--- config.mk ---
export PLATFORM = sky130hd
export DESIGN_NAME = mem_access_unit
export DESIGN_NICKNAME = d
export VERILOG_FILES = /design/src/rtl/mips_mem_pkg.sv /design/src/rtl/mem_load_align.sv /design/src/rtl/mem_access_unit.sv
export SDC_FILE = /design/constraint.sdc
export NUM_CORES = 1
export LEC_CHECK = 0
export CELL_PAD_IN_SITES_DETAIL_PLACEMENT = 1
export CELL_PAD_IN_SITES_GLOBAL_PLACEMENT = 2
export CORE_UTILIZATION = 29
export CTS_CLUSTER_DIAMETER = 50
export DETAILED_ROUTE_END_ITERATION = 8
export PLACE_DENSITY_LB_ADDON = 0.1
export SKIP_CTS_REPAIR_TIMING = 1
export SLEW_MARGIN = 0
export SYNTH_ARGS = -nofsm -noshare
export SYNTH_HDL_FRONTEND = slang
export SYNTH_SLANG_ARGS = --single-unit
--- constraint.sdc ---
create_clock -name clk -period 9.4 [get_ports clk]
set_input_delay 0.94 -clock clk [delete_from_list [all_inputs] [get_ports clk]]
set_output_delay 0.94 -clock clk [all_outputs]
set_load 0.01 [all_outputs]
--- src/rtl/mips_mem_pkg.sv ---
// Shared definitions for the MEM-stage data-memory access unit:
// opcode constants, FSM state and access-size encodings, lane helpers.
package mips_mem_pkg;

    localparam logic [5:0] OP_LB  = 6'h20;
    localparam logic [5:0] OP_LH  = 6'h21;
    localparam logic [5:0] OP_LW  = 6'h23;
    localparam logic [5:0] OP_LBU = 6'h24;
    localparam logic [5:0] OP_LHU = 6'h25;
    localparam logic [5:0] OP_SB  = 6'h28;
    localparam logic [5:0] OP_SH  = 6'h29;
    localparam logic [5:0] OP_SW  = 6'h2B;

    typedef enum logic [1:0] {
        IDLE = 2'd0,
        REQ  = 2'd1,
        DONE = 2'd2
    } mem_state_t;

    typedef enum logic [1:0] {
        BYTE = 2'd0,
        HALF = 2'd1,
        WORD = 2'd2
    } mem_size_t;

    // Access size from the primary opcode; unknown opcodes are word accesses.
    function automatic mem_size_t op_size(input logic [5:0] op);
        mem_size_t sz;
        case (op)
            OP_LB, OP_LBU, OP_SB: sz = BYTE;
            OP_LH, OP_LHU, OP_SH: sz = HALF;
            default:              sz = WORD;
        endcase
        return sz;
    endfunction

    // Only LB and LH sign-extend.
    function automatic logic op_signed(input logic [5:0] op);
        return (op == OP_LB) || (op == OP_LH);
    endfunction

    // Little-endian byte enables for the addressed lane(s).
    function automatic logic [3:0] lane_be(input mem_size_t sz, input logic [1:0] lo);
        logic [3:0] be;
        case (sz)
            BYTE:    be = 4'b0001 << lo;
            HALF:    be = lo[1] ? 4'b1100 : 4'b0011;
            default: be = 4'b1111;
        endcase
        return be;
    endfunction

    // Store data replicated across all lanes so the byte enables pick it out.
    function automatic logic [31:0] lane_wdata(input mem_size_t sz, input logic [31:0] data);
        logic [31:0] wd;
        case (sz)
            BYTE:    wd = {4{data[7:0]}};
            HALF:    wd = {2{data[15:0]}};
            default: wd = data;
        endcase
        return wd;
    endfunction

    // Halfwords need an even address, words a multiple of four.
    function automatic logic is_misaligned(input mem_size_t sz, input logic [1:0] lo);
        logic bad;
        case (sz)
            BYTE:    bad = 1'b0;
            HALF:    bad = lo[0];
            default: bad = (lo != 2'b00);
        endcase
        return bad;
    endfunction

endpackage

--- src/rtl/mem_load_align.sv ---
// Extracts the addressed byte/halfword lane from a read word and
// sign- or zero-extends it to 32 bits.
module mem_load_align
    import mips_mem_pkg::*;
(
    input  logic [31:0] rdata,
    input  logic [1:0]  addr,
    input  mem_size_t   size,
    input  logic        sign,
    output logic [31:0] data
);

    logic [7:0]  w_byte;
    logic [15:0] w_half;

    // Lane selection and extension.
    always_comb begin
        w_byte = 8'h00;
        w_half = 16'h0000;
        data   = rdata;
        case (addr)
            2'd0:    w_byte = rdata[7:0];
            2'd1:    w_byte = rdata[15:8];
            2'd2:    w_byte = rdata[23:16];
            default: w_byte = rdata[31:24];
        endcase
        if (addr[1]) begin
            w_half = rdata[31:16];
        end else begin
            w_half = rdata[15:0];
        end
        case (size)
            BYTE:    data = {{24{sign & w_byte[7]}}, w_byte};
            HALF:    data = {{16{sign & w_half[15]}}, w_half};
            default: data = rdata;
        endcase
    end

endmodule

--- src/rtl/mem_access_unit.sv ---
// MEM-stage data-memory access unit: turns EX/MEM loads/stores into a
// req/ack bus transaction, aligns lanes, flags misalignment and stalls
// the upstream pipeline until the access completes.
module mem_access_unit
    import mips_mem_pkg::*;
(
    input  logic        clk,
    input  logic        rst,
    input  logic [31:0] mem_result,
    input  logic [31:0] mem_busB,
    input  logic        mem_memwr,
    input  logic [1:0]  mem_memtoreg,
    input  logic [5:0]  mem_op,
    output logic        dm_req,
    output logic        dm_we,
    output logic [31:0] dm_addr,
    output logic [3:0]  dm_be,
    output logic [31:0] dm_wdata,
    input  logic        dm_ack,
    input  logic [31:0] dm_rdata,
    output logic        stall,
    output logic [31:0] load_data,
    output logic        load_valid,
    output logic        addr_err
);

    mem_state_t  r_state;
    mem_state_t  w_next_state;

    logic        w_access;
    logic        w_is_store;
    mem_size_t   w_size;
    logic        w_misaligned;
    logic        w_issue;
    logic        w_fault;
    logic        w_capture;
    logic [31:0] w_aligned;

    logic        r_req;
    logic        r_we;
    logic [31:0] r_addr;
    logic [3:0]  r_be;
    logic [31:0] r_wdata;
    mem_size_t   r_size;
    logic        r_sign;
    logic [1:0]  r_lo;
    logic        r_is_load;
    logic [31:0] r_load_data;
    logic        r_load_valid;
    logic        r_addr_err;

    // A store wins when both store and load are flagged.
    assign w_is_store   = mem_memwr;
    assign w_access     = mem_memwr | (mem_memtoreg == 2'b01);
    assign w_size       = op_size(mem_op);
    assign w_misaligned = is_misaligned(w_size, mem_result[1:0]);

    mem_load_align u_align (
        .rdata (dm_rdata),
        .addr  (r_lo),
        .size  (r_size),
        .sign  (r_sign),
        .data  (w_aligned)
    );

    // FSM state register.
    always_ff @(posedge clk or posedge rst) begin
        if (rst) begin
            r_state <= IDLE;
        end else begin
            r_state <= w_next_state;
        end
    end

    // Next-state decode; stall is combinational so it rises with the access.
    always_comb begin
        w_next_state = r_state;
        stall        = 1'b0;
        w_issue      = 1'b0;
        w_fault      = 1'b0;
        w_capture    = 1'b0;
        case (r_state)
            IDLE: begin
                if (w_access) begin
                    stall = 1'b1;
                    if (w_misaligned) begin
                        w_fault      = 1'b1;
                        w_next_state = DONE;
                    end else begin
                        w_issue      = 1'b1;
                        w_next_state = REQ;
                    end
                end else begin
                    w_next_state = IDLE;
                end
            end
            REQ: begin
                stall = 1'b1;
                if (dm_ack) begin
                    w_capture    = 1'b1;
                    w_next_state = DONE;
                end else begin
                    w_next_state = REQ;
                end
            end
            DONE: begin
                w_next_state = IDLE;
            end
            default: begin
                w_next_state = IDLE;
            end
        endcase
    end

    // Request registers, load result capture and completion pulses.
    always_ff @(posedge clk or posedge rst) begin
        if (rst) begin
            r_req        <= 1'b0;
            r_we         <= 1'b0;
            r_addr       <= 32'h0000_0000;
            r_be         <= 4'h0;
            r_wdata      <= 32'h0000_0000;
            r_size       <= BYTE;
            r_sign       <= 1'b0;
            r_lo         <= 2'b00;
            r_is_load    <= 1'b0;
            r_load_data  <= 32'h0000_0000;
            r_load_valid <= 1'b0;
            r_addr_err   <= 1'b0;
        end else begin
            if (w_issue) begin
                r_req     <= 1'b1;
                r_we      <= w_is_store;
                r_addr    <= {mem_result[31:2], 2'b00};
                r_be      <= lane_be(w_size, mem_result[1:0]);
                r_wdata   <= lane_wdata(w_size, mem_busB);
                r_size    <= w_size;
                r_sign    <= op_signed(mem_op);
                r_lo      <= mem_result[1:0];
                r_is_load <= ~w_is_store;
            end else if (w_capture) begin
                r_req <= 1'b0;
            end
            if (w_capture && r_is_load) begin
                r_load_data <= w_aligned;
            end
            r_load_valid <= w_capture & r_is_load;
            r_addr_err   <= w_fault;
        end
    end

    assign dm_req     = r_req;
    assign dm_we      = r_we;
    assign dm_addr    = r_addr;
    assign dm_be      = r_be;
    assign dm_wdata   = r_wdata;
    assign load_data  = r_load_data;
    assign load_valid = r_load_valid;
    assign addr_err   = r_addr_err;

endmodule

Word-level counts from Yosys, hierarchy flattened

Index checks and enable logic that the tools add are counted.

Register bits: 110
Bits of input ports: 108
Output and inout port bits: 105
Logic and storage cells: 65

Equal/unequal tests: 12
Shifts and indexed selects: 1
Mux-type cells: 24
Bitwise gates (word level): 5
Reduce and logical (&&, ||, !) cells: 10

Operator list:

| cell                                                 | number |
|---|---|
| case mux 32 bit (2 select lines)                     | 2 |
| equality test 6 bit (second input constant)          | 6 |
| case mux 8 bit (3 select lines)                      | 1 |
| two-way mux 16 bit                                   | 1 |
| two-way mux 1 bit                                    | 11 |
| equality test 2 x 1 -> 1 bit (second input constant) | 5 |
| logical NOT 2 bit                                    | 4 |
| case mux 2 bit (2 select lines)                      | 2 |
| case mux 4 bit (2 select lines)                      | 1 |
| two-way mux 2 bit                                    | 3 |
| OR reduction 3 bit                                   | 2 |
| two-way mux 4 bit                                    | 1 |
| case mux 1 bit (2 select lines)                      | 2 |
| nonzero test 2 bit                                   | 2 |
| left shift 1 x 2 -> 4 bit (first input constant)     | 1 |
| bitwise AND 1 bit                                    | 3 |
| equality test 2 bit (second input constant)          | 1 |
| logical AND 1 bit                                    | 1 |
| logical OR 1 bit                                     | 1 |
| inverter 1 bit                                       | 1 |
| OR 1 bit                                             | 1 |

Logic depth before layout (Yosys ltp)

Depth in word-level cells: 9
Gate-level depth with buffers: 7
Depth with buffers taken out: 5

By module

From an unflattened synthesis, not the netlist that was laid out.

Cell total of the unflattened synthesis: 437
Area, all modules: 5,798.1 µm²

Modules (own cells, without submodules):

| module          | times used | cells each | area each (µm²) | seq. area each (µm²) |
|---|---|---|---|---|
| mem_access_unit | 1          | 322        | 4,922.2         | 2,752.6 |
| mem_load_align  | 1          | 115        | 875.8           | 0.0 |

Least setup slack after synthesis

Ideal clock, no wire load.

Path type: input to output
From: input port mem_memtoreg[0]
To: output port stall
Arrival time: 1.665 ns
Data required time: 8.460 ns
Setup slack: 6.795 ns
Cell stages on the path: 4
Path buffers: 1
Path through: nor2b_1 > o21ai_1 > clkbuf_1 > nand2_1

Cells in the longest elaborated chain, start to end: 4

RTL lines:

| item                            | RTL line              | text |
|---|---|---|
| start: declaration              | mem_access_unit.sv:12 | `input logic [1:0] mem_memtoreg,` |
| equality test 2 x 1 -> 1 bit    | mem_access_unit.sv:54 | `assign w_access = mem_memwr \| (mem_memtoreg == 2'b01);` |
| OR 1 bit                        | mem_access_unit.sv:54 |  |
| two-way mux 1 bit               | mem_access_unit.sv:84 | `if (w_access) begin` |
| case mux 1 bit (2 select lines) | mem_access_unit.sv:82 | `case (r_state)` |
| end: declaration                | mem_access_unit.sv:21 | `output logic stall,` |

Every way passes these cells.

Final worst setup path

Ends and elaborated chain as after synthesis.

==> run metrics <==
die width=roughly 140 um; GPL Wtd Cong=roughly 0.76; WS Path Type=in -> out; Final ANT Viol Nets=0; NumNets Final=737; failing checks=DRC; Slew headroom=27.8%; post-placement setup slack=between 5 and 6 ns; Antenna diodes=0; Crit path max-delay family=buffers and inverters; initial antenna violation count=0; sequential fraction of the synthesis area=51.0%; Yosys top cell by area=dfrtp_1; Power Total=between 0.002 and 0.0025 W; number of global-route vias before repair=around 4600; CTS root buffer=clkbuf_16; final WL=16600 um; WP buf/inv=2; DR DRC count=30; final setup vio count=0; Yosys top cell area share=between 50% and 60%; synth unique cells=between 50 and 60; layout cells sized above 1=~17%; CP dominant cell by count=clkdlybuf4s50_1; Avg WL per Cell=roughly 19 um; min-delay worst type=reg -> reg; worst path cell trace=clkdlybuf4s50_1 > nor2b_1 > o21ai_1 > nand2_1 > clkdlybuf4s50_1; RSZ-0062 raised after global routing=no; max-slew violation count=0; Hold Vio Cnt, Final=0; pin count of the biggest net entering global routing=between 70 and 80; VDD IR-drop max=88.1 uV; cells on worst reg2reg path=5; Most used DFF post-synth=dfrtp_1; Initial Utilization=between 20% and 30%; flip-flop and latch count after synthesis=110; buffers added on ports=210; Reg clk slew, reported paths=approximately 0.070 ns; die area=19100 um^2; hold path depth=2; CTS buffer count=9; Max-cap violations=0; Critical Path AT=2.80 ns; TNS Setup=0 ns; Syn Inst Count=approximately 440; Clock Latency Late Sink=about 0.35 ns; Syn. warnings=0; post-layout min period=between 3 and 4 ns; DR pass1 iterations=6; first-pass GRT wire length=approximately 27000 um; CTS tree=done; power density over the cells=around 270 nW/um^2; crit-path max cell delay=around 0.70 ns; Setup crit start kind=input port; Die Y=138 um; cell at the slowest stage of the critical path=o21ai_1; 1st-iter DRT viols=roughly 160; vias=4161; post-DR vias/cell=about 4.8; Total GRT Usage=between 10% and 20%; DP HPWL=11900 um; Util after Layout=around 44%; top cells by area in the synthesized netlist=dfrtp_1 (51%), mux2_4 (18%), mux2_2 (3.3%), nand3_1 (3.2%), nand2_1 (2.8%); Worst path depth=5; synth-to-layout area growth=47.1%; mean area per synthesized cell=about 12 um^2; worst-path fanout max=13; hold_ws=approximately 0.49 ns; P_leak=3.52 nW; mapped cell area=between 5000 and 6000 um^2; final worst-path cycle share=a little under 40%; number of synthesized flops with an enable pin=0; htree depth=3; status=finished, violations left; Clock Tree Buf Depth=2; GRT overflow=0; Setup crit end kind=primary output; final setup margin=around 5.7 ns; clk sinks=110; IO Pins=roughly 210; core area=between 15000 and 20000 um^2; Max Fclk=between 200 and 300 MHz; asr flop ratio synth=between 90% and 100%; Worst Tran Pin Value=1.08 ns; num rows=~50; Post-Route Skew=around 0.0055 ns; Filler cells=~1900; CP required=roughly 8.5 ns
==> Yosys cell counts, types with 8 or more instances <==
cell and instances:
mux2_4 65, buf_6 8, dfrtp_1 110, nand3_1 35, clkbuf_1 15, nand2_1 40
mux2i_1 14, nor2_1 18, mux2_2 16, o21ai_0 18
==> layout by cell type (no fill, tap or decap), drive strengths merged, types with 3 or more instances in the layout <==
| cell type | count |
|---|---|
| a211oi | 7 |
| a21oi | 4 |
| buf | 3 |
| clkbuf | 10 |
| clkdlybuf4s50 | 210 |
| clkinv | 3 |
| dfrtp | 110 |
| inv | 7 |
| mux2 | 88 |
| mux2i | 14 |
| nand2 | 41 |
| nand2b | 3 |
| nand3 | 35 |
| nor2 | 18 |
| nor2b | 4 |
| nor3 | 4 |
| nor3b | 8 |
| o21ai | 22 |
| o22ai | 7 |
| o31ai | 7 |
==> path summary, 6_finish.rpt <==
check	slack [ns]	to	startpoint
hold / removal	0.49	load_data[4]$_DFFE_PP0P_	load_data[4]$_DFFE_PP0P_
max in group asynchronous	7.05	load_data[31]$_DFFE_PP0P_	rst
setup reg to reg	6.70	dm_addr[23]$_DFFE_PP0P_	r_state[0]$_DFF_PP0_
setup / recovery	5.66	stall	mem_memtoreg[0]
hold reg to reg	0.49	load_data[4]$_DFFE_PP0P_	load_data[4]$_DFFE_PP0P_
min in group asynchronous	0.98	dm_addr[28]$_DFFE_PP0P_	rst
==> logic make-up after synthesis <==
kind of cell,after synthesis,synth area share (%)
other,1,0.0695
DFF,110,51.0
and+or+nand+nor,119,10.9
muxes,103,25.9
buffers and inverters,38,3.97
AOI/OAI and AO/OA,63,7.91
xor gates and xnor gates,1,0.162
==> layer usage <==
layer / share of wire [%] / up-vias / global-route usage (%) / wire length (um)
met2: 49 / 122 / 29.1 / 8080
met1: 45 / 2091 / 23.8 / 7390
met3: 5.4 / 13 / 3.50 / 889
met5: 0 / - / 0 / 0
met4: 1.2 / 0 / 5.74 / 201
li1: - / 1935 / - / -
==> layout make-up <==
type | count | area [um^2] | area share, %
Clock inverter | 5 | 60.1 | 0.757
Timing Repair Buffer | 213 | 2120 | 26.8
Multi-Input combinational cell | 288 | 2440 | 30.8
Sequential cell | 110 | 2750 | 34.7
Inverter | 7 | 28.8 | 0.363
Tap cell | 229 | 287 | 3.61
Clock buffer | 10 | 239 | 3.01
==> stage by stage <==
step / cell area [um^2] / cells
6_report: 7930 / 862
5_1_grt: 7930 / 862
4_1_cts: 7930 / 862
3_5_place_dp: 7630 / 847
3_3_place_gp: 7630 / 847
2_1_floorplan: 5400 / 436
==> worst reg2reg max path, stage by stage, from the launching register on <==
cell	delay [ns]
dfrtp_1	0.36
nor2_1	0.05
o21ai_1	0.47
a221o_4	0.40
buf_4	0.84
mux2_4	0.46
==> registers in the layout (all words and copies together) (netlist names) <==
name	cells
r_state	2
dm_addr	30
r_size	2
load_data	32
r_sign	1
r_is_load	1
dm_be	4
dm_wdata	32
r_lo	2
load_valid	1
dm_req	1
dm_we	1
addr_err	1
==> report_power, final <==
part | total [W] | internal (W) | switching, W | leakage [nW]
logic | 0.000914 | 0.000582 | 0.000332 | 2.06
registers | 0.000805 | 0.000667 | 0.000138 | 1.32
clock network | 0.000393 | 0.000213 | 0.000180 | 0.145
total | 0.00211 | 0.00146 | 0.000649 | 3.52
Power figures use the tool's default switching activity.
==> RTL edit (same settings) <==
Put one more register stage on the output `addr_err`, without a reset. The value now appears one clock later. The other outputs are not delayed to match.
--- a/src/rtl/mem_access_unit.sv
+++ b/src/rtl/mem_access_unit.sv
@@ -158,3 +158,5 @@
     assign load_valid = r_load_valid;
-    assign addr_err   = r_addr_err;
+    always_ff @(posedge clk) begin
+        addr_err <= r_addr_err;
+    end
 
Function: changed (a bounded check fails within 4 cycles, from zero or initial values and one cycle with rst high).
==> RTL edit against the unedited design <==
  * The flow still finishes with violations (design-rule violations)
  * Wire length decreased by 1.7%
  * Utilization increased by 0.18 points
  * Global-route usage decreased by 0.36 points
  * Final area increased by 0.76%
  * Non-clock buffer count increased by 1
  * Sequential cell count increased by 1
  * Setup slack improved by 2.4 ps
  * Sequential share of layout area about the same
  * Total power increased by 2.0%
  * Synthesized area increased by 0.37%
  * Cell count increased by 0.35%
  * Largest cell class unchanged
==> RTL edit: results (changes against the unedited design) <==
| Metric | Value |
|---|---|
| Drt drc | `15 (was 30)` |
| WL final | `16270 µm (was 16560 µm)` |
| Leakage power | `3.546 nW (was 3.522 nW)` |
| Worst-case vdd ir drop | `0.0001057 V (was 0.00008811 V)` |
| Met3 WL | `750 µm (was 889 µm)` |
| HPWL Detailed | `11560 µm (was 11850 µm)` |
| Sequential share of the synthesized area | `51.23% (was 51.04%)` |
| Worst stage delay on the critical path | `680 ps (was 700 ps)` |
| Dpl cells | `849 (was 847)` |
| Number of fill cells | `1928 (was 1917)` |
| Failing checks | `design-rule violations (unchanged)` |
| Relative slew slack | `28.05% (was 27.78%)` |
| Synth Instances | `436 (was 435)` |
| Share of layout cells above drive strength 1 | `17.61% (was 17.38%)` |
| Status | `finished, violations left (unchanged)` |
| DRT Pass-1 Iters | `9 (was 6)` |
| Final nets | `739 (was 737)` |
| Routed length on met2 | `7745 µm (was 8076 µm)` |
| Crit path DAT | `2790 ps (was 2800 ps)` |
| Max Clock Skew | `6.597 ps (was 5.457 ps)` |
| Post-synth cell types | `52 (was 51)` |
| Asr flop ratio synth | `99.10% (was 100.0%)` |
| Met1 GRT Util | `22.99% (was 23.79%)` |
| Grt met2 use | `29.04% (was 29.09%)` |
| Via count | `4149 (was 4161)` |
| Synth top area cells | `dfrtp_1, mux2_4, mux2_2 (unchanged)` |
| Routing usage on met3 | `3.936% (was 3.498%)` |
| Placer Congestion | `0.7616 (was 0.7640)` |
| Largest net degree at the start of global routing | `58 (was 71)` |
| Global-route wire length before repair | `26080 µm (was 26510 µm)` |
| Wl on met1 | `7534 µm (was 7392 µm)` |
| GRT Resource Usage Total | `17.48% (was 17.84%)` |
## RTL edit: cell types whose count changed in the layout (fill, tap and decap cells not counted)
cell,before,now
clkinvlp_4,1,2
bufinv_16,1,2
clkinv_2,1,0
inv_6,0,1
buf_4,3,4
dfxtp_1,0,1
clkinv_4,2,1
## RTL edit: final timing paths
path                                 start     endpoint  slack, ps  cells after the start
hold / removal                  r_addr_err     addr_err        360                      0
hold reg to reg                 r_addr_err     addr_err        360                      0
max in group asynchronous              rst   dm_addr[3]       7100                      3
min in group asynchronous              rst  dm_addr[22]       1040                      2
setup reg to reg                r_state[0]  dm_addr[17]       6700                      5
setup / recovery           mem_memtoreg[0]        stall       5670                      5
## RTL edit: area by class of cell
class	instances	share of cell area, %
tap	229	3.585
clock inverter	6	1.158
clock buffer	10	2.990
multi-input combinational	288	30.54
sequential	111	34.69
inverter	7	0.3600
timing repair buffer	214	26.67
## RTL edit: metrics by stage
step / utilization [%] / hold slack [ps] / cell area [µm²] / setup WS, ps
floorplan: - / 324.2 / 5416 / 5558
detailed placement: 42.22 / 332.1 / 7661 / 5437
global placement: 42.22 / 344.3 / 7661 / 5502
global route: 44.04 / 373.4 / 7993 / 5494
CTS: 44.04 / 363.4 / 7993 / 5666
finish: 44.04 / 361.6 / 7993 / 5667
## RTL edit: cell families after synthesis
kind of cell / share of synthesized area, %
xor gates and xnor gates: 0.1618
and+or+nand+nor: 10.89
AOI/OAI and AO/OA: 7.883
DFF: 51.23
other: 0.06928
muxes: 25.82
buffers and inverters: 3.953
## RTL edit: power breakdown
part / switching [mW] / leakage (nW) / total (mW) / internal, mW
clock: 0.189 / 0.155 / 0.431 / 0.243
combinational: 0.331 / 2.06 / 0.914 / 0.583
sequential: 0.138 / 1.33 / 0.810 / 0.672
total: 0.658 / 3.55 / 2.16 / 1.50
